==> config.mk <==
export PLATFORM = sky130hd
export DESIGN_NAME = load_unit
export DESIGN_NICKNAME = d
export VERILOG_FILES = /design/src/rtl/load_unit_pkg.sv /design/src/rtl/load_align_ext.sv /design/src/rtl/load_unit.sv
export SDC_FILE = /design/constraint.sdc
export NUM_CORES = 1
export LEC_CHECK = 0
export BUFFER_PORTS_ARGS = -buffer_cell sky130_fd_sc_hd__buf_2
export CORE_UTILIZATION = 53
export CTS_BUF_LIST = sky130_fd_sc_hd__clkbuf_4 sky130_fd_sc_hd__clkbuf_8 sky130_fd_sc_hd__clkbuf_16
export DETAILED_ROUTE_END_ITERATION = 8
export GPL_TIMING_DRIVEN = 0
export PLACE_DENSITY_LB_ADDON = 0.1
export RECOVER_POWER = 100
export SKIP_LAST_GASP = 1
export SLEW_MARGIN = 5
export SYNTH_ARGS = -nofsm -noshare
export SYNTH_HDL_FRONTEND = slang
export SYNTH_SLANG_ARGS = --single-unit
==> constraint.sdc <==
create_clock -name clk_in -period 3.09 [get_ports clk_in]
set_clock_uncertainty 0.1 [all_clocks]
set_input_delay 0.618 -clock clk_in [delete_from_list [all_inputs] [get_ports clk_in]]
set_output_delay 0.618 -clock clk_in [all_outputs]
set_load 0.02 [all_outputs]
==> src/rtl/load_unit_pkg.sv <==
// rtl/load_unit_pkg.sv - shared load funct3 codes, FSM state encoding and misalignment helper
// Purpose: common definitions imported by load_unit and load_align_ext.
// Contents: F3_* funct3 codes, lu_state_t FSM encoding, is_misaligned() classifier.
package load_unit_pkg;

  localparam logic [2:0] F3_LB  = 3'b000;
  localparam logic [2:0] F3_LH  = 3'b001;
  localparam logic [2:0] F3_LW  = 3'b010;
  localparam logic [2:0] F3_LBU = 3'b100;
  localparam logic [2:0] F3_LHU = 3'b101;

  typedef enum logic [1:0] {
    ST_IDLE = 2'b00,
    ST_REQ  = 2'b01,
    ST_WAIT = 2'b10,
    ST_RESP = 2'b11
  } lu_state_t;

  // Halves need an even offset, words need offset 0; byte loads and the
  // unused codes can never be misaligned.
  function automatic logic is_misaligned(input logic [2:0] f3, input logic [1:0] off);
    case (f3)
      F3_LH, F3_LHU: return off[0];
      F3_LW:         return (off != 2'b00);
      default:       return 1'b0;
    endcase
  endfunction

endpackage

==> src/rtl/load_align_ext.sv <==
// rtl/load_align_ext.sv - combinational byte/half/word extraction with sign/zero extension
// Purpose: select the addressed lane of a raw memory word and extend it to 32 bits.
// Ports:
//   funct3_in  in  3   load type (LB/LH/LW/LBU/LHU, other codes pass the word through)
//   off_in     in  2   byte offset within the word
//   word_in    in  32  raw aligned memory word
//   result_out out 32  extended load result
module load_align_ext
  import load_unit_pkg::*;
(
  input  logic [2:0]  funct3_in,
  input  logic [1:0]  off_in,
  input  logic [31:0] word_in,
  output logic [31:0] result_out
);

  logic [31:0] shifted;
  logic [7:0]  byte_sel;
  logic [15:0] half_sel;

  // Shifting by 8*off puts the addressed byte in the low lane.
  assign shifted  = word_in >> {off_in, 3'b000};
  assign byte_sel = shifted[7:0];
  // Halves only look at off[1]; off[0] is either trapped upstream or ignored.
  assign half_sel = off_in[1] ? word_in[31:16] : word_in[15:0];

  always_comb begin
    result_out = word_in;
    case (funct3_in)
      F3_LB:   result_out = {{24{byte_sel[7]}}, byte_sel};
      F3_LBU:  result_out = {24'h000000, byte_sel};
      F3_LH:   result_out = {{16{half_sel[15]}}, half_sel};
      F3_LHU:  result_out = {16'h0000, half_sel};
      default: result_out = word_in;
    endcase
  end

endmodule

==> src/rtl/load_unit.sv <==
// rtl/load_unit.sv - single-outstanding load unit between execute, data memory and writeback
// Purpose: accept one load, issue an aligned word read, wait for memory, extract/extend the
//   addressed lane and hold the result on a valid/ready handshake to writeback.
// Optional feature: MISALIGN_TRAP_EN - misaligned LH/LHU/LW skip memory and complete with
//   misaligned_out=1 and zero data; without it the port is absent and offsets are ignored.
// Ports:
//   clk_in, rst_n_in            clock, asynchronous active-low reset
//   ld_req_in / ld_ready_out    load request from execute / ready (IDLE only)
//   funct3_in, iadder_in        load type and effective byte address
//   dmrd_req_out, dmaddr_out    memory read request and aligned word address
//   dmgnt_in                    memory accepted the request
//   dmdata_in, dmdata_valid_in  returned word and its valid strobe
//   lu_output_out, lu_valid_out result to writeback, held until lu_ready_in
//   lu_ready_in                 writeback consumes the result
//   misaligned_out              (MISALIGN_TRAP_EN only) qualifies lu_valid_out
module load_unit
  import load_unit_pkg::*;
#(
  parameter int ADDR_WIDTH = 32
) (
  input  logic                  clk_in,
  input  logic                  rst_n_in,
  input  logic                  ld_req_in,
  output logic                  ld_ready_out,
  input  logic [2:0]            funct3_in,
  input  logic [ADDR_WIDTH-1:0] iadder_in,
  output logic                  dmrd_req_out,
  output logic [ADDR_WIDTH-1:0] dmaddr_out,
  input  logic                  dmgnt_in,
  input  logic [31:0]           dmdata_in,
  input  logic                  dmdata_valid_in,
  output logic [31:0]           lu_output_out,
  output logic                  lu_valid_out,
`ifdef MISALIGN_TRAP_EN
  output logic                  misaligned_out,
`endif
  input  logic                  lu_ready_in
);

  lu_state_t   state, next_state;
  logic [2:0]  cap_funct3;
  logic [1:0]  cap_off;
  logic [31:0] ext_data;

`ifdef MISALIGN_TRAP_EN
  logic trap;
  assign trap = is_misaligned(funct3_in, iadder_in[1:0]);
`endif

  load_align_ext u_align_ext (
    .funct3_in  (cap_funct3),
    .off_in     (cap_off),
    .word_in    (dmdata_in),
    .result_out (ext_data)
  );

  // State register
  always_ff @(posedge clk_in or negedge rst_n_in) begin
    if (!rst_n_in) begin
      state <= ST_IDLE;
    end else begin
      state <= next_state;
    end
  end

  // Next-state logic
  always_comb begin
    next_state = state;
    case (state)
      ST_IDLE: begin
        if (ld_req_in) begin
`ifdef MISALIGN_TRAP_EN
          next_state = trap ? ST_RESP : ST_REQ;
`else
          next_state = ST_REQ;
`endif
        end
      end
      ST_REQ:  if (dmgnt_in)        next_state = ST_WAIT;
      ST_WAIT: if (dmdata_valid_in) next_state = ST_RESP;
      ST_RESP: if (lu_ready_in)     next_state = ST_IDLE;
      default: next_state = ST_IDLE;
    endcase
  end

  // Control outputs are pure state decodes, so they clear with the state on reset.
  always_comb begin
    ld_ready_out = (state == ST_IDLE);
    dmrd_req_out = (state == ST_REQ);
    lu_valid_out = (state == ST_RESP);
  end

  // Captured request fields and the registered result. Data arriving outside
  // WAIT (e.g. a response to a load dropped by reset) never reaches the output.
  always_ff @(posedge clk_in or negedge rst_n_in) begin
    if (!rst_n_in) begin
      cap_funct3    <= 3'b000;
      cap_off       <= 2'b00;
      dmaddr_out    <= '0;
      lu_output_out <= 32'h0000_0000;
`ifdef MISALIGN_TRAP_EN
      misaligned_out <= 1'b0;
`endif
    end else begin
      case (state)
        ST_IDLE: begin
          if (ld_req_in) begin
            cap_funct3 <= funct3_in;
            cap_off    <= iadder_in[1:0];
            dmaddr_out <= {iadder_in[ADDR_WIDTH-1:2], 2'b00};
`ifdef MISALIGN_TRAP_EN
            if (trap) begin
              lu_output_out  <= 32'h0000_0000;
              misaligned_out <= 1'b1;
            end
`endif
          end
        end
        ST_WAIT: begin
          if (dmdata_valid_in) begin
            lu_output_out <= ext_data;
          end
        end
        ST_RESP: begin
`ifdef MISALIGN_TRAP_EN
          if (lu_ready_in) begin
            misaligned_out <= 1'b0;
          end
`endif
        end
        default: ;
      endcase
    end
  end

endmodule

==> impl_metrics.ini, run 1 <==
[clock_network]
cts_max_level = 3
cts_num_sinks = 69
postCtsHoldBufs = 0
cts.repair.resized = 0
cts_buffers = 9
ctsLongestPathBuffers = 2
clkTransAtPathRegs_ns = 0.08
postCtsSetupRepairBufs = 0
cts_tree = built
cts-root-buf = clkbuf_8
clock_latency_ns = 0.35

[status]
status = complete, but fails checks
violations = DRC

[cells_and_area]
layout_common_cells = 87 x clkbuf_1, 79 x buf_2, 69 x dfrtp_1, 39 x mux2_2, 37 x a21oi_1
syn_to_final_growth_pct = 26.0
final_common_cell = clkbuf_1
layout.nets = 566
n_antenna_cell = 0
drive_above_1_share_pct = 31.2

[worst_setup_path]
critPathMaxStageDelay_ns = 0.41
cp_num_buf_inv = 3
cp.arrival_ns = 2.43
cp.depth = 7
crit_chain = inv_1 -> ha_1 -> clkbuf_1 -> nand2_1 -> clkbuf_1 -> a21oi_1 -> o21ai_0
crit_top_cell = clkbuf_1
r2r_start = state[0]
reg2reg_depth = 7
critPathKind = flip-flop to flip-flop
startpoint_type = flip-flop
cp_max_fo = 10
slowest_stage = dfrtp_1
path_delay_family = buffers and inverters
critPathLaunch = state[0]
regToRegSetupSlack_ns = 0.78
crit_path_end_kind = flip-flop
worstPathRequired_ns = 3.21

[detailed_routing]
antenna_left = 0
vias = 3463
vias_per_cell = 6.06
dr.pass1.iters = 8
routed_wl_mm = 10.2
drc = 7
drtIter0Drc = 260
wl_per_cell_um = 17.9

[global_route]
grt_overflow = 0
grt_pass1_wl_mm = 16.4
grt_max_degree = 53
grtUsageTotal_pct = 29.7
antenna_found_initial = 0
grt_pass1_vias = 3291

[logic_synthesis]
synth-seq-area-share_pct = 47.5
syn_inst = 339
ys_types = 44
synthesis.area_um2 = 3630
yosysWarnings = 0
avgSynthCellArea_um2 = 10.7
synth_seq_cells = 69

[power_and_ir_drop]
max-vdd-ir-drop_mv = 0.701
p_leak_nw = 1.99
fin_total_pwr_mw = 5.24
power.density_nw_per_um2 = 1140

[die]
io_pins = 140
rows = 29
start_util_pct = 55.9
core_area_um2 = 6490
dieWidth_um = 84.8
die_area_um2 = 7190
die_h_um = 84.8

[sta]
grt_setup_unrepaired = false
fin_crit_ns = 2.31
setup_viol_count_final = 0
finalHoldViolCount = 0
timing.fmax_mhz = 434
finalMaxSlewViolations = 0
period_share_pct = 74.6
slew-limit-headroom_pct = 23.6
fin_ws_ns = 0.784
worst_pin_slew_ns = 1.15
setup_tns_ns = 0
hold_ws_ns = 0.365

[placement]
io_buffers = 137
post-place-ws_ns = 0.869
hpwl_mm = 7.29
routabilityCongestion = 0.916

[min_path]
min-delay-path-class = input port to async pin

[flow_run]
max_cap_viol_count = 0
-- cell type report --
type / count / area, um^2
clock inverter: 5 / 82.6
inverter: 4 / 15.0
clock buffer: 11 / 145
sequential: 69 / 1730
buffer: 34 / 156
timing repair buffer: 138 / 631
multi-input combinational: 233 / 1730
tap: 77 / 96.3
fill: 570 / 1920
-- cell families (layout without fill, tap and decap cells) --
family	after synthesis	in the layout	share of synthesized area, %
AND/OR/NAND/NOR	75	75	11.8
adder cells (fa/ha/maj)	4	4	1.38
AO/OA/AOI/OAI	105	105	19.5
buffers and inverters	38	192	4.89
other	1	2	0.103
multiplexers	47	47	14.8
flip-flops	69	69	47.5
-- worst paths after layout --
kind | endpoint
worst min register to register | lu_output_out[1]
worst max-delay path | lu_output_out[7]
worst min-delay path | lu_output_out[24]
min in group clk_in | lu_output_out[1]
max in group asynchronous | cap_funct3[0]
worst max register to register | lu_output_out[7]
-- Yosys cell counts (all sizes together) --
cell type,n,area [um^2]
dfrtp,69,1730
mux2,44,495
a21oi,37,185
nand2,26,100
buf,19,106
a31oi,17,106
a31o,16,140
clkbuf,15,56.3
nand3,9,45.0
o2111ai,9,78.8
nor2,7,26.3
o211ai,7,52.6
nand4b,6,52.6
o21ai,6,30.0
nor2b,5,31.3
ha,4,50.1
inv,4,15.0
nor3b,4,30.0
a311oi,3,26.3
and4,3,26.3
nand2b,3,18.8
nand4,3,18.8
o21a,3,22.5
o221ai,3,26.3
and4b,2,20.0
mux2i,2,20.0
nor4bb,2,20.0
or3b,2,17.5
a2111oi,1,15.0
a211oi,1,7.51
a32oi,1,8.76
and2,1,6.26
and3b,1,8.76
conb,1,3.75
mux4,1,22.5
nand3b,1,7.51
o41ai,1,8.76
-- power breakdown --
group	switching (mW)	internal, mW
logic	1.76	1.02
registers	0.244	1.36
clock network	0.368	0.489
-- through the flow --
step	instances	cell area (um^2)	utilization, %
detailed placement	555	4450	68.5
global placement	554	4420	68.0
floorplan	340	3640	-
global route	571	4580	70.5
finish	571	4580	70.5
CTS	571	4680	72.0
-- metal layers --
metal | up-vias | GRT usage [%] | wire [um]
met5 | - | 0 | 0
met4 | 0 | 9.71 | 152
met1 | 1661 | 38.8 | 4270
met3 | 18 | 8.16 | 948
li1 | 1579 | - | -
met2 | 205 | 48.1 | 4840
-- sequential cells by signal (all words and copies together), names as in the netlist --
| signal | cells |
|---|---|
| cap_funct3 | 3 |
| cap_off | 2 |
| dmaddr_out | 30 |
| lu_output_out | 32 |
| state | 2 |
-- worst reg2reg max path, delay by kind of cell (launching register included) --
family	cells	cell delay, ns
buf+inv	3	0.81
flops	1	0.41
simple gates	1	0.35
compound gates	2	0.33
fa+ha+maj	1	0.20
Power figures use the tool's default switching activity.
==> run 2: changes to the inputs <==
- CORE_UTILIZATION: 53 -> 44
- clock period: 3.09 -> 1.9 ns (I/O delays scaled with it)
==> run 2 against run 1 <==
The flow now finishes without violations. Cell area grew 2.7%. First-iteration DRC count shrank 23%. Sequential share of layout area shrank 0.98 points. Flip-flop and latch count is the same. Largest power group unchanged. Highest routed layer unchanged.
==> impl_metrics.ini, run 2 (same netlist as run 1, synthesis figures left out) <==
[status]
status = completed

[worst_setup_path]
cp_max_fo = 10
crit_chain = buf_4 -> mux4_2 -> nand2_2 -> buf_6 -> a31oi_1
critPathMaxStageDelay_ns = 0.63
crit_path_end_kind = flip-flop
worstPathRequired_ns = 2.01
slowest_stage = mux4_2
critPathKind = flip-flop to flip-flop
cp.arrival_ns = 1.91
startpoint_type = flip-flop

[clock_network]
clock_latency_ns = 0.34
cts_max_level = 3
ctsLongestPathBuffers = 2
cts_buffers = 9
cts_tree = built
clkTransAtPathRegs_ns = 0.08
cts-root-buf = clkbuf_8
cts_num_sinks = 69

[power_and_ir_drop]
combPwrFrac_pct = 52.3
intPower_mw = 4.99
power.switching_mw = 3.85
p_leak_nw = 2.06
power.density_nw_per_um2 = 1880
max-vdd-ir-drop_mv = 0.896
sequentialPowerShare_pct = 29.3
sw_frac_of_total_pct = 43.6
clockPowerShare_pct = 18.3

[die]
rows = 32
io_pins = 140
start_util_pct = 46.3
die_h_um = 92.9
die_area_um2 = 8630
core_area_um2 = 7850
dieWidth_um = 92.9

[sta]
worst_pin_slew_ns = 0.843
finalHoldViolCount = 0
fin_crit_ns = 1.80
grt_setup_unrepaired = true
setup_tns_ns = 0
period_share_pct = 94.8
timing.fmax_mhz = 555
finalMaxSlewViolations = 0
setup_viol_count_final = 0
slew-limit-headroom_pct = 43.8

[global_route]
antenna_found_initial = 0
grt_pass1_wl_mm = 16.1
grtUsageTotal_pct = 24.1
grt_max_degree = 66
grt_pass1_vias = 3156
grt_overflow = 0

[cells_and_area]
layout_common_cells = 83 x buf_2, 74 x clkbuf_1, 69 x dfrtp_1, 39 x mux2_2, 37 x a21oi_1
syn_to_final_growth_pct = 29.4
drive_above_1_share_pct = 34.7
reg_top3 = lu_output_out x32, dmaddr_out x30, cap_funct3 x3
largest_reg_flops = 32
n_antenna_cell = 0
layout.nets = 567
finalNonFillerCells = 597
final_common_cell = buf_2
largest_register = lu_output_out
fillers = 755

[detailed_routing]
vias_per_cell = 5.67
drc = 0
wl_per_cell_um = 17.2
antenna_left = 0
dr.pass1.iters = 5
routed_wl_mm = 10.3
drtIter0Drc = 201
vias = 3383

[min_path]
min-delay-path-class = input port to flip-flop

[placement]
hpwl_mm = 7.38
io_buffers = 137
dp.cells = 580
routabilityCongestion = 0.829

[flow_run]
max_cap_viol_count = 0
==> run 2: changes by cell type in the layout (fill, tap and decap cells not counted), sizes merged <==
cell / previous run / this run
clkbuf: 98 / 92
inv: 5 / 4
bufinv: 2 / 4
dlygate4sd3: 0 / 1
buf: 85 / 90
==> run 2: metrics by stage <==
stage          hold WS (ns)  total power [mW]  utilization, %  area (um^2)  setup slack, ns
2_1_floorplan       -0.0156              5.86               -         3640           0.0802
3_3_place_gp          0.379              7.21            56.7         4450           -0.174
3_5_place_dp          0.101              7.31            57.1         4480           -0.186
4_1_cts               0.153              8.96            60.8         4770         -0.00426
5_1_grt               0.147              9.39            59.9         4700          -0.0200
6_report              0.164              8.84            59.9         4700           0.0987
==> run 2: metal layers <==
layer	global-route usage, %	up-vias	routed length, um
li1	-	1576	-
met1	33.2	1595	4600
met2	35.5	190	4460
met3	6.65	22	958
met4	10.3	0	262
met5	0	-	0
==> run 2: power by group through the flow <==
stage,Clock [mW],Combinational [mW],Sequential (mW)
6_report,1.62,4.63,2.59
2_1_floorplan,0,2.47,3.39
3_3_place_gp,0,4.64,2.57
5_1_grt,1.71,5.00,2.68
4_1_cts,1.64,4.75,2.57
3_5_place_dp,0,4.72,2.59
==> run 2: path summary, 6_finish.rpt <==
kind | to | cells past startpoint | slack (ns) | startpoint
setup / recovery | lu_output_out[29] | 5 | 0.1 | cap_off[0]
max in group asynchronous | dmaddr_out[30] | 3 | 0.23 | rst_n_in
setup reg to reg | lu_output_out[29] | 5 | 0.1 | cap_off[0]
min in group asynchronous | lu_output_out[22] | 2 | 0.33 | rst_n_in
hold / removal | cap_off[1] | 2 | 0.16 | iadder_in[1]
hold reg to reg | lu_output_out[7] | 2 | 0.40 | lu_output_out[7]
==> run 2: area by class of cell <==
class                   instances  area [um^2]  area share [%]
plain buffers                  33          175            3.73
clock inverters                 6          134            2.85
repair buffers                140          629            13.4
flip-flops and latches         69         1730            36.7
clock buffers                  10          138            2.93
well taps                     102          128            2.71
multi-input cells             233         1760            37.4
inverters                       4         15.0           0.319
==> run 2: timing repair <==
action / CTS / global route
setup buffers: 0 / 1
pin swaps: 0 / 1
gates resized for setup: 7 / 13
setup endpoints to repair: 37 / 48
endpoints found under the hold margin: 10 / 0
hold buffers: 1 / 0
==> run 2: worst max-delay path: cells and delay by family, from the launching register on <==
kind | cells | cell delay [ns]
compound gates | 1 | 0.09
buf+inv | 2 | 0.33
flops | 1 | 0.33
mux | 1 | 0.63
simple gates | 1 | 0.20
==> run 3: changes to the inputs <==
- ABC_AREA: default -> 1
- HOLD_SLACK_MARGIN: default -> 0.08
==> run 3 against run 2 <==
Core utilization fell by 0.92 points. Non-clock buffer count fell by 11. Critical path depth did not move. Sequential share of layout area rose by 0.58 points. Setup slack got worse by 0.0029 ns. Routed wire length fell by 12%. Flip-flop and latch count did not move. Fmax fell by 0.16%. Critical path type unchanged. Synthesized area rose by 0.14%. Synthesized cell count rose by 19%. Clock-buffer cell count did not move.
==> impl_metrics.ini, run 3 <==
[logic_synthesis]
synthTopCellsByArea = dfrtp_1 47%, nand2_1 9.3%, mux2_1 5.6%, a21oi_1 5.4%, inv_1 4.5%
yosysWarnings = 0
synth_seq_cells = 69
syn_inst = 404
synth_most_common_cell = nand2_1
synth-seq-area-share_pct = 47.5
synth_edf_count = 0
ys_types = 27
synthesis.area_um2 = 3640
synthFlopType = dfrtp_1
avgSynthCellArea_um2 = 9.01
async_flop_share_pct = 100
synth_top_area_cell = dfrtp_1
synth_top_area_share_pct = 47.5
ys_top_cells_by_count = 90 x nand2_1, 69 x dfrtp_1, 44 x inv_1, 39 x a21oi_1, 23 x nor2_1

[detailed_routing]
routed_wl_mm = 9.10
vias_per_cell = 4.84
antenna_left = 0
wl_per_cell_um = 13.7
dr.pass1.iters = 4
drc = 0
vias = 3212
drtIter0Drc = 122

[sta]
fin_crit_ns = 1.80
setup_viol_count_final = 0
finalHoldViolCount = 0
slew-limit-headroom_pct = 60.3
period_share_pct = 95.0
timing.fmax_mhz = 554
finalMaxSlewViolations = 0
worst_pin_slew_ns = 0.595
grt_setup_unrepaired = false
fin_ws_ns = 0.0958

[global_route]
grt_max_degree = 51
grt_pass1_vias = 3280
grt_overflow = 0
grt_pass1_wl_mm = 15.2
antenna_found_initial = 1
grtUsageTotal_pct = 22.8

[cells_and_area]
largest_reg_flops = 32
layout.nets = 632
final_area_um2 = 4630
syn_to_final_growth_pct = 27.2
multi_input_area_um2 = 1590
seq_area_um2 = 1730
fillers = 776
layout_common_cells = 90 x nand2_1, 75 x buf_2, 69 x clkbuf_1, 69 x dfrtp_1, 44 x inv_1
finalNonFillerCells = 663
drive_above_1_share_pct = 30.7
reg_top3 = lu_output_out x32, dmaddr_out x30, cap_funct3 x3
largest_register = lu_output_out
final_common_cell = nand2_1

[clock_network]
cts_buffers = 9
clkTransAtPathRegs_ns = 0.08
cts-root-buf = clkbuf_8
cts_num_sinks = 69
cts_tree = built
clock_latency_ns = 0.35
ctsLongestPathBuffers = 2
cts_max_level = 3

[power_and_ir_drop]
power.density_nw_per_um2 = 1700
p_leak_nw = 2.34
max-vdd-ir-drop_mv = 0.857

[worst_setup_path]
cp_max_fo = 10
startpoint_type = flip-flop
crit_chain = inv_1 -> ha_1 -> nand2_1 -> buf_2 -> mux2_2
critPathMaxStageDelay_ns = 0.39
cp.arrival_ns = 1.93
cp_num_buf_inv = 2
worstPathRequired_ns = 2.03
critPathKind = flip-flop to flip-flop
path_delay_family = flip-flops
crit_path_end_kind = flip-flop
slowest_stage = dfrtp_1

[placement]
postPlaceCellArea_um2 = 4490
dp.cells = 645
post-place-ws_ns = 0.122
io_buffers = 137
routabilityCongestion = 0.921
hpwl_mm = 7.00

[die]
dieWidth_um = 92.9
io_pins = 140
start_util_pct = 46.4
core_area_um2 = 7850
rows = 32
die_area_um2 = 8640
die_h_um = 92.9

[status]
status = completed

[min_path]
min-delay-path-class = input port to flip-flop

[flow_run]
max_cap_viol_count = 0
## run 3: cell count changes after synthesis, sizes merged, moves of 14 or more
cell	previous run	this run
a31o	16	0
a31oi	17	3
inv	4	47
mux2	44	30
nand2	26	104
nand3	9	23
nor2	7	25
or2	0	16
## run 3: stage by stage
| stage | TNS [ns] | utilization (%) | hold slack (ns) | power [mW] |
|---|---|---|---|---|
| after floorplan | 0 | - | -0.0156 | 5.51 |
| after global placement | -2.12 | 56.8 | 0.357 | 6.70 |
| after detailed placement | 0 | 57.2 | 0.196 | 6.82 |
| after CTS | 0 | 59.9 | 0.125 | 8.12 |
| after global routing | 0 | 59.0 | 0.125 | 8.47 |
| final | 0 | 59.0 | 0.140 | 7.87 |
## run 3: area by class of cell
type	instances	area share [%]
well taps	102	2.76
clock buffers	10	2.97
inverters	47	3.81
flip-flops and latches	69	37.3
diodes	1	0.0541
multi-input cells	266	34.4
plain buffers	23	3.30
clock inverters	6	1.54
repair buffers	139	13.9
## run 3: path summary, 6_finish.rpt
path	to	startpoint	slack [ns]	depth (start not counted)
worst min-delay path	dmaddr_out[17]	iadder_in[17]	0.14	2
worst max register to register	dmaddr_out[24]	state[0]	0.1	5
max in group asynchronous	lu_output_out[19]	rst_n_in	0.58	3
worst max-delay path	dmaddr_out[24]	state[0]	0.1	5
worst min register to register	lu_output_out[11]	lu_output_out[11]	0.38	2
min in group asynchronous	lu_output_out[14]	rst_n_in	0.46	2
## run 3: what timing repair did
item	in CTS	in global routing
hold buffers	1	0
endpoints found under the hold margin	19	0
buffers inserted	0	0
endpoints found under the setup margin	0	4
gates resized for setup	0	1
## run 3: worst register-to-register path, cell delays in order, from the launching register on
cell and delay (ns):
dfrtp_1 0.39, inv_1 0.09, ha_1 0.25, nand2_1 0.18
buf_2 0.30, mux2_2 0.38
## run 3: where the power goes
| part | leakage, nW | internal [mW] | switching [mW] |
|---|---|---|---|
| sequential | 0.807 | 2.21 | 0.380 |
| combinational | 1.43 | 1.40 | 2.61 |
| clock | 0.0991 | 0.651 | 0.620 |
| total | 2.34 | 4.27 | 3.61 |
## run 3: logic make-up after synthesis
kind of cell             count (synthesis)  share of synthesized area, %
multiplexers                            30                          9.28
adder cells (fa/ha/maj)                  4                          1.38
AND/OR/NAND/NOR                        168                          23.7
AO/OA/AOI/OAI                           62                          9.04
flip-flops                              69                          47.5
buffers and inverters                   70                          9.04
other                                    1                         0.103
## run 3: routing by layer
metal / global-route usage [%] / wire length, um / vias up
met5: 0 / 0 / -
met2: 37.3 / 4330 / 123
met4: 8.97 / 153 / 0
met1: 27.3 / 3850 / 1491
li1: - / - / 1585
met3: 8.37 / 765 / 13
